File: src/rtl/life_pkg.sv
// Shared constants and FSM state type for the Game-of-Life next-generation engine.
package life_pkg;
    localparam int unsigned WIDTH_DEFAULT  = 800;
    localparam int unsigned HEIGHT_DEFAULT = 525;
    localparam int unsigned ADDR_W         = 19;
    localparam int unsigned PIX_W          = 3;

    localparam logic [PIX_W-1:0] DEAD        = 3'b000;
    localparam logic [PIX_W-1:0] ALIVE_COLOR = 3'b111;

    typedef enum logic [1:0] {
        StIdle,
        StScan,
        StDone
    } state_e;
endpackage

File: src/rtl/life_next_state_if.sv
// Frame-store bus: read port of the current frame, write port of the next frame.
interface life_next_state_if;
    import life_pkg::*;

    logic [ADDR_W-1:0] cur_addr;
    logic [PIX_W-1:0]  cur_data;
    logic [ADDR_W-1:0] addr_write;
    logic [PIX_W-1:0]  data_write;
    logic              ram_enable;

    modport master (
        output cur_addr,
        input  cur_data,
        output addr_write,
        output data_write,
        output ram_enable
    );

    modport slave (
        input  cur_addr,
        output cur_data,
        input  addr_write,
        input  data_write,
        input  ram_enable
    );
endinterface

File: src/rtl/life_line_buffer.sv
// One-bit shift-register line delay; dout is the bit shifted in DEPTH enables ago.
module life_line_buffer
    import life_pkg::*;
#(
    parameter int unsigned DEPTH = WIDTH_DEFAULT
) (
    input  logic clk,
    input  logic rst_n,
    input  logic en,
    input  logic din,
    output logic dout
);
    logic [DEPTH-1:0] sr_q;

    always_ff @(posedge clk or negedge rst_n) begin
        if (!rst_n) begin
            sr_q <= '0;
        end else if (en) begin
            sr_q <= {sr_q[DEPTH-2:0], din};
        end
    end

    assign dout = sr_q[DEPTH-1];
endmodule

File: src/rtl/life_next_state.sv
// Streams one frame in raster order and writes the next Game-of-Life generation,
// using two line buffers and a 3x3 window whose newest column is the incoming pixel.
module life_next_state #(
    parameter int unsigned                 WIDTH       = life_pkg::WIDTH_DEFAULT,
    parameter int unsigned                 HEIGHT      = life_pkg::HEIGHT_DEFAULT,
    parameter logic [life_pkg::PIX_W-1:0]  ALIVE_COLOR = life_pkg::ALIVE_COLOR
) (
    input  logic                      clk,
    input  logic                      rst_n,
    input  logic                      step,
    input  logic                      start,
    life_next_state_if.master         mem,
    output logic                      busy,
    output logic                      done
);
    import life_pkg::*;

    localparam int unsigned TOTAL = WIDTH * HEIGHT;
    localparam int unsigned CNT_W = $clog2(TOTAL + WIDTH + 2);
    localparam int unsigned XW    = (WIDTH > 1) ? $clog2(WIDTH) : 1;
    localparam int unsigned YW    = (HEIGHT > 1) ? $clog2(HEIGHT) : 1;

    localparam logic [CNT_W-1:0] TOTAL_C  = CNT_W'(TOTAL);
    localparam logic [CNT_W-1:0] WIDTH_C  = CNT_W'(WIDTH);
    localparam logic [CNT_W-1:0] WR_FIRST = CNT_W'(WIDTH + 1);
    localparam logic [CNT_W-1:0] WR_LAST  = CNT_W'(TOTAL + WIDTH);
    localparam logic [CNT_W-1:0] LAST_C   = CNT_W'(TOTAL + WIDTH + 1);
    localparam logic [XW-1:0]    X_MAX    = XW'(WIDTH - 1);
    localparam logic [YW-1:0]    Y_MAX    = YW'(HEIGHT - 1);

    state_e           state_q, state_d;
    logic [CNT_W-1:0] n_q;
    logic [XW-1:0]    x_q;
    logic [YW-1:0]    y_q;
    // Registered window columns per row: bit 0 = centre column, bit 1 = left column.
    logic [1:0]       r0_q, r1_q, r2_q;
    logic             alive_in, lb0_out, lb1_out, adv, wr_phase, next_alive;
    logic             m_l, m_r, m_t, m_b;
    logic [7:0]       nb;
    logic [3:0]       nb_cnt;

    // Pixel n_q is on cur_data now; addresses past the frame read as dead.
    assign alive_in = (n_q < TOTAL_C) && (mem.cur_data != DEAD);
    assign adv      = step && (state_q == StScan);
    assign wr_phase = (n_q >= WR_FIRST) && (n_q <= WR_LAST);

    life_line_buffer #(.DEPTH(WIDTH)) u_lb0 (
        .clk  (clk),
        .rst_n(rst_n),
        .en   (adv),
        .din  (alive_in),
        .dout (lb0_out)
    );

    life_line_buffer #(.DEPTH(WIDTH)) u_lb1 (
        .clk  (clk),
        .rst_n(rst_n),
        .en   (adv),
        .din  (lb0_out),
        .dout (lb1_out)
    );

    always_ff @(posedge clk or negedge rst_n) begin
        if (!rst_n) begin
            state_q <= StIdle;
        end else begin
            state_q <= state_d;
        end
    end

    always_comb begin
        state_d = state_q;
        unique case (state_q)
            StIdle:  if (step && start) state_d = StScan;
            StScan:  if (step && (n_q == LAST_C)) state_d = StDone;
            StDone:  state_d = StIdle;
            default: state_d = StIdle;
        endcase
    end

    always_comb begin
        busy = (state_q == StScan);
        done = (state_q == StDone);
    end

    // Edge masks for the centre pixel; rows: r2 = line above, r0 = line below.
    always_comb begin
        m_l    = (x_q != '0);
        m_r    = (x_q != X_MAX);
        m_t    = (y_q != '0);
        m_b    = (y_q != Y_MAX);
        nb[0]  = r2_q[1] & m_t & m_l;
        nb[1]  = r2_q[0] & m_t;
        nb[2]  = lb1_out & m_t & m_r;
        nb[3]  = r1_q[1] & m_l;
        nb[4]  = lb0_out & m_r;
        nb[5]  = r0_q[1] & m_b & m_l;
        nb[6]  = r0_q[0] & m_b;
        nb[7]  = alive_in & m_b & m_r;
        nb_cnt = '0;
        for (int i = 0; i < 8; i++) begin
            nb_cnt = nb_cnt + {3'b000, nb[i]};
        end
        next_alive = (nb_cnt == 4'd3) || (r1_q[0] && (nb_cnt == 4'd2));
    end

    always_ff @(posedge clk or negedge rst_n) begin
        if (!rst_n) begin
            n_q            <= '0;
            x_q            <= '0;
            y_q            <= '0;
            r0_q           <= '0;
            r1_q           <= '0;
            r2_q           <= '0;
            mem.cur_addr   <= '0;
            mem.addr_write <= '0;
            mem.data_write <= DEAD;
            mem.ram_enable <= 1'b0;
        end else if (step) begin
            if ((state_q == StIdle) && start) begin
                n_q            <= '0;
                x_q            <= '0;
                y_q            <= '0;
                r0_q           <= '0;
                r1_q           <= '0;
                r2_q           <= '0;
                mem.cur_addr   <= '0;
                mem.ram_enable <= 1'b0;
            end else if (state_q == StScan) begin
                n_q            <= n_q + CNT_W'(1);
                mem.cur_addr   <= (n_q < TOTAL_C - CNT_W'(1)) ? ADDR_W'(n_q + CNT_W'(1))
                                                              : ADDR_W'(TOTAL_C - CNT_W'(1));
                r0_q           <= {r0_q[0], alive_in};
                r1_q           <= {r1_q[0], lb0_out};
                r2_q           <= {r2_q[0], lb1_out};
                mem.ram_enable <= wr_phase;
                if (wr_phase) begin
                    mem.addr_write <= ADDR_W'(n_q - WIDTH_C);
                    mem.data_write <= next_alive ? ALIVE_COLOR : DEAD;
                    if (x_q == X_MAX) begin
                        x_q <= '0;
                        y_q <= y_q + YW'(1);
                    end else begin
                        x_q <= x_q + XW'(1);
                    end
                end
            end
        end
    end
endmodule

File: src/flat_wrapper.sv
// flat-port wrapper written by rule: the top's interface ports become plain ports
module life_next_state_flat import life_pkg::*;
#(
    parameter int unsigned                 WIDTH       = life_pkg::WIDTH_DEFAULT,
    parameter int unsigned                 HEIGHT      = life_pkg::HEIGHT_DEFAULT,
    parameter logic [life_pkg::PIX_W-1:0]  ALIVE_COLOR = life_pkg::ALIVE_COLOR
)
  (clk, rst_n, step, start, busy, done, mem_cur_addr, mem_cur_data, mem_addr_write, mem_data_write, mem_ram_enable);
  life_next_state_if mem_i ();
  input  logic clk;
  input  logic rst_n;
  input  logic step;
  input  logic start;
  output logic busy;
  output logic done;
  output wire logic [$bits(mem_i.cur_addr)-1:0] mem_cur_addr;
  input wire logic [$bits(mem_i.cur_data)-1:0] mem_cur_data;
  output wire logic [$bits(mem_i.addr_write)-1:0] mem_addr_write;
  output wire logic [$bits(mem_i.data_write)-1:0] mem_data_write;
  output wire logic [$bits(mem_i.ram_enable)-1:0] mem_ram_enable;
  assign mem_cur_addr = mem_i.cur_addr;
  assign mem_i.cur_data = mem_cur_data;
  assign mem_addr_write = mem_i.addr_write;
  assign mem_data_write = mem_i.data_write;
  assign mem_ram_enable = mem_i.ram_enable;
  life_next_state #(.WIDTH(WIDTH), .HEIGHT(HEIGHT), .ALIVE_COLOR(ALIVE_COLOR)) u_core (.clk(clk), .rst_n(rst_n), .step(step), .start(start), .mem(mem_i), .busy(busy), .done(done));
endmodule
File: config.mk
export PLATFORM = sky130hd
export DESIGN_NAME = life_next_state_flat
export DESIGN_NICKNAME = d
export VERILOG_FILES = /design/src/rtl/life_pkg.sv /design/src/rtl/life_next_state_if.sv /design/src/rtl/life_line_buffer.sv /design/src/rtl/life_next_state.sv /design/src/flat_wrapper.sv
export SDC_FILE = /design/constraint.sdc
export NUM_CORES = 2
export LEC_CHECK = 0
export CORE_MARGIN = 1
export CORE_UTILIZATION = 45
export CTS_CLUSTER_SIZE = 16
export DETAILED_ROUTE_END_ITERATION = 6
export HOLD_SLACK_MARGIN = 0.1
export PLACE_DENSITY = 0.59
export REMOVE_ABC_BUFFERS = 1
export SYNTH_ARGS = -nofsm -noshare
export SYNTH_HDL_FRONTEND = slang
export SYNTH_SLANG_ARGS = --single-unit
File: constraint.sdc
create_clock -name clk -period 12.1 [get_ports clk]
set_clock_uncertainty 0.15 [all_clocks]
set_input_delay 1.21 -clock clk [delete_from_list [all_inputs] [get_ports clk]]
set_output_delay 1.21 -clock clk [all_outputs]
set_load 0.1 [all_outputs]
==> Word-level counts from Yosys, hierarchy flattened <==
Index checks and enable logic that the tools add are counted.
Widths: inputs -> output; s select.
{ "word_totals": {"reg_bits": 1689, "inputBits": 7, "out_inout_bits": 44, "elab_cells": 96} }
{ "op_classes": {"addsub": 11, "magnitude_cmp": 4, "n_eq_ne": 10, "mux": 25, "n_bitwise": 13, "n_reduce_logical": 20} }
{ "op_table": {"columns": ["operator", "count"], "rows": [
  ["$mux 19", 5],
  ["$mux 10", 8],
  ["$lt 19x19->1 const B", 2],
  ["$add 4x1->4", 6],
  ["$add 10x1->10 const B", 2],
  ["$ne 10x10->1 const B", 2],
  ["$reduce_bool 10->1", 2],
  ["$add 19x1->19 const B", 1],
  ["$eq 19x19->1 const B", 1],
  ["$ge 19x10->1 const B", 1],
  ["$le 19x19->1 const B", 1],
  ["$sub 19x10->19 const B", 1],
  ["$mux 2", 8],
  ["$and 1x1->1", 12],
  ["$eq 10x10->1 const B", 1],
  ["$eq 4x2->1 const B", 2],
  ["$reduce_and 4->1", 2],
  ["$logic_and 1x1->1", 7],
  ["$reduce_bool 2->1", 3],
  ["$ne 2x1->1 const B", 2],
  ["$pmux 2 s2", 1],
  ["$reduce_and 2->1", 2],
  ["$mux 3", 1],
  ["$reduce_and 3->1", 1],
  ["other kinds (8)", 9]
]} }

==> Depth between registers and ports, before layout <==
{ "logic_depth": {"depth_word": 14, "ltp_mapped": 16, "mapped_depth_nobuf": 16} }

==> Cells and area by module <==
Synthesis repeated with hierarchy kept, for this count alone.
{ "unflattened": {"hier_cells": 3894, "area_unflattened_um2": 65257.6} }
{ "by_module_without_submodules": {"columns": ["module", "n_inst", "cells_per_inst", "area_per_inst_um2", "seq_area_each_um2"], "rows": [
  ["life_line_buffer", 2, 1689, 30230.2, 20019.2],
  ["life_next_state", 1, 516, 4797.1, 2177.1]
]} }

==> Worst setup path before layout <==
OpenSTA, ideal clock, no wires.
{ "synth_timing": {"path_kind": "register to register", "start": "register u_core.y_q[7]", "end": "register u_core.mem.data_write[1]", "setup_ps": 110, "t_arrival_ps": 4084, "required_ps": 11840, "path_slack_ps": 7756, "path_stages_with_launch": 16, "path_buffers": 0, "synth_period_minus_slack_ps": 4344, "cell_sequence": "dfrtp_1 > nor4_1 > nand3b_1 > or4_1 > and3_1 > ha_1 > inv_1 > fa_1 > inv_1 > fa_1 > fa_1 > inv_1 > fa_1 > a2111oi_0 > a21oi_1 > o41ai_1"} }
{ "synth_via": {"elab_chain_cells": 14, "word_cells_on_any_way": 24, "classes_between": "add/sub (7); eq/ne (3); mux (1); bitwise (10); reduce/logical (3)"} }
{ "synth_lines": {"columns": ["element", "line", "text"], "rows": [
  ["from (decl)", "life_next_state.sv:34", "logic [YW-1:0] y_q;"],
  ["from (signal assigned)", "life_next_state.sv:142", "y_q <= y_q + YW'(1);"],
  ["$reduce_bool 10->1", "life_next_state.sv:90", "m_t = (y_q != '0);"],
  ["$and 1x1->1 (2 in series)", "life_next_state.sv:92", "nb[0] = r2_q[1] & m_t & m_l;"],
  ["$add 1x1->2", "life_next_state.sv:102", "nb_cnt = nb_cnt + {3'b000, nb[i]};"],
  ["$add 4x1->4 (5 in series)", "life_next_state.sv:102", null],
  ["$add 4x1->4 (*)", "life_next_state.sv:102", null],
  ["$eq 4x2->1", "life_next_state.sv:104", "next_alive = (nb_cnt == 4'd3) || (r1_q[0] && (nb_cnt == 4'd2));"],
  ["$logic_and 1x1->1", "life_next_state.sv:104", null],
  ["$logic_or 1x1->1 (*)", "life_next_state.sv:104", null],
  ["$mux 3 (*)", "life_next_state.sv:139", "mem.data_write <= next_alive ? ALIVE_COLOR : DEAD;"],
  ["to (signal assigned)", "life_next_state.sv:139", null],
  ["to (decl)", "life_next_state_if.sv:15", "output data_write,"]
]} }
Every way passes the cells marked *; elsewhere a longest branch is shown, timed or not.
A chain may end at the register's enable or synchronous reset.

==> Worst setup path after layout <==
{ "layout_timing": {"start": "input port step", "end": "register u_core.u_lb0.sr_q[430]"} }
{ "layout_via": {"elab_chain_cells": 1} }
{ "layout_lines": {"columns": ["element", "line", "text"], "rows": [
  ["from (decl)", "flat_wrapper.sv:12", "input logic step;"],
  ["$logic_and 1x1->1", "life_next_state.sv:44", "assign adv = step && (state_q == StScan);"],
  ["to (signal assigned)", "life_line_buffer.sv:19", "sr_q <= {sr_q[DEPTH-2:0], din};"],
  ["to (decl)", "life_line_buffer.sv:13", "logic [DEPTH-1:0] sr_q;"]
]} }
Every way passes these cells.

==> summary.txt <==
FF/Latch Area = 42,220 um2
Die Span Y = 380.0 um
critical path cell sequence = clkdlybuf4s50_1 > nand2_4 > buf_4 > buf_4 > buf_4 > nand2_1 > nand2_1
slowest stage delay, CP = 900 ps
largest net degree at the start of global routing = 234
Reg2Reg Launch Point = u_core.y_q[7]
start point of the critical path = step
drt wl/cell = 11.56 um
Die Wd = 380.0 um
Crit path top cell by count = buf_4
Final Max Slew Viols = 0
global route overflow = 0
routed vias = 43.12k
Synth top area share = 65.65%
placed insts = 8,873
H-Tree Depth = 4
Period Utilization, post-route = 40.57%
pwr/cell area = 162.1 nW/um2
DRC = 0
CP Data Arrival Time = 5450 ps
Post-synth top cells = 4,851 x nand2_1, 1,687 x dfrtp_1, 369 x clkbuf_1
vias per cell = 4.694
synth-to-layout area growth = 11.75%
drt first pass iters = 6
worst-case clock buffer depth = 3
Tmin final = 4909 ps
multi-input gate area in the final layout = 20,500 um2
Worst EP required = 12,650 ps
Layout Cells excl Fill = 9,187
Switching Power = 2.805 mW
synth top area cells = dfrtp_1 66%, nand2_1 28%, clkbuf_1 2.2%
Synth Flop Type = dfrtp_1
Clock transition at path regs = 60 ps
startpoint types = input pin
Worst Setup End Kind = register
I/O pin cnt = 51
Clk pwr share = 45.2%
Sw Ratio = 24.09%
Slew @ Worst Pin = 1182 ps
diode count = 0
Max Cap Violations = 0
vias in the first global route = 42.22k
DRT Wirelength = 106.2 mm
die area = 144,400 um2
CTS tree = built
register area share after synthesis = 65.65%
Hold Vio Cnt, Final = 0
Netlist cell types = 60
final net count = 7,184
leading area contributor after synthesis = dfrtp_1
Slew headroom = 21.21%
row count = 138
critical path type = input pin to register
Syn Inst Count = 7,286
I/O Buffers = 50
Starting Density = 45.41%
VDD IR max = 0.1099 mV
reg2reg path depth = 15
initial antenna violation count = 0
ys async rst share = 100.0%
DRT iter0 DRCs = 3,600
number of synthesized flops with an enable pin = 0
RSZ-0062 raised after global routing = no
status = finished, final reports clean
clk sinks = 1,687
yosys warns = 0
Max stage delay cell, worst path = buf_4
worst skew pair latency = 780 ps
Post-CTS Setup Inserts = 0
Int Power = 8.841 mW
Setup violations, final = 0
setup_tns = 0 ps
Hold WS = 258.6 ps
Synth Area per Inst = 8.825 um2
combinational fraction of design power = 5.8%
Num CTS Buffers = 174
setup slack after layout = 7191 ps
Filler cells = 13.14k
pre-CTS WS = 6439 ps
post-CTS resize count = 0
antenna viol nets, final = 0
area of the core = 141,600 um2
HP Class = input pin to async pin
gr usage total = 15.20%
CTS root buffer = clkbuf_16
detailed placement HPWL = 53.49 mm
Leakage = 40.94 nW
Fmax achieved = 203.7 MHz
top-count cell post-synth = nand2_1
GP Congestion = 0.7509
share of layout cells above drive strength 1 = 4.522%
first-pass GRT wire length = 193.4 mm
Flop pwr share = 49.0%
CP Max Fanout = 106
hold buffers post-CTS = 0
number of synthesized register bits = 1,687
Syn Std Cell Area = 64,300 um2
cell families after synthesis:
logic type	count (synthesis)	share of synthesized area, %
flops	1687	65.65
xor+xnor	27	0.3678
simple gates	4986	29.55
mux	11	0.1926
buf+inv	418	2.491
compound gates	139	1.347
fa+ha+maj	18	0.3970
worst max-delay path, delay by kind of cell:
family        cells  cell delay (ps)
simple gates      3              840
buf+inv           4             3070
layer usage:
layer,vias up,track usage [%],wire (um)
li1,21795,-,-
met1,20767,21.02,53610
met2,384,24.39,47100
met3,176,2.700,3195
met4,0,4.898,2324
met5,-,0,0
cell usage in the layout, fill, tap and decap left out, types with 8 or more instances in the layout:
| cell type | instances |
|---|---|
| a21o_1 | 8 |
| nand2_1 | 4850 |
| ha_1 | 14 |
| a21oi_1 | 32 |
| clkdlybuf4s50_1 | 49 |
| o21ai_0 | 54 |
| and3_1 | 9 |
| xnor2_1 | 20 |
| a22o_1 | 10 |
| o31ai_1 | 11 |
| clkbuf_8 | 35 |
| buf_4 | 29 |
| inv_1 | 23 |
| mux2_2 | 11 |
| nor2_1 | 26 |
| nand3_1 | 24 |
| clkbuf_16 | 179 |
| clkinv_2 | 32 |
| buf_12 | 13 |
| clkbuf_1 | 49 |
| dfrtp_1 | 1687 |
| nor4_1 | 10 |
| nor3_1 | 20 |
power groups by stage:
stage                     logic (mW)  clock network, mW  registers [mW]
final                          0.672               5.27            5.71
after global routing           0.760               5.66            5.71
after CTS                      0.698               5.47            5.70
after detailed placement       0.698                  0            5.81
after global placement         0.697                  0            5.81
after floorplan                0.360                  0            5.87
stage by stage:
step | area (um2) | total power [mW] | util, %
2_1_floorplan | 62790 | 6.232 | -
3_3_place_gp | 66160 | 6.504 | 46.73
3_5_place_dp | 66160 | 6.505 | 46.73
4_1_cts | 71860 | 11.87 | 50.75
5_1_grt | 71860 | 12.13 | 50.75
6_report | 71860 | 11.65 | 50.75
state kept, by name, summed over array words and instances, names as in the netlist:
register               flops
u_core.u_lb0.sr_q        800
u_core.u_lb1.sr_q        800
u_core.mem.addr_write     19
u_core.mem.cur_addr       19
u_core.n_q                19
u_core.x_q                10
u_core.y_q                10
u_core.r0_q                2
u_core.r1_q                2
u_core.r2_q                2
u_core.state_q             2
u_core.mem.data_write      1
u_core.mem.ram_enable      1
worst paths after layout:
path                                             to  slack [ps]
max in group asynchronous    u_core.u_lb1.sr_q[619]        9050
max                          u_core.u_lb0.sr_q[430]        7190
min reg2reg                  u_core.u_lb0.sr_q[618]         290
max reg2reg                u_core.mem.data_write[1]        7480
min                                  u_core.n_q[13]         260
min in group clk             u_core.u_lb0.sr_q[618]         290
layout make-up:
type,instances,share of cell area [%]
Multi-Input combinational cell,5181,28.53
Timing Repair Buffer,92,1.386
Clock inverter,51,0.7679
Sequential cell,1687,58.75
Tap cell,1890,3.291
Clock buffer,263,7.160
Inverter,23,0.1201
(Power assumes the default switching activity.)
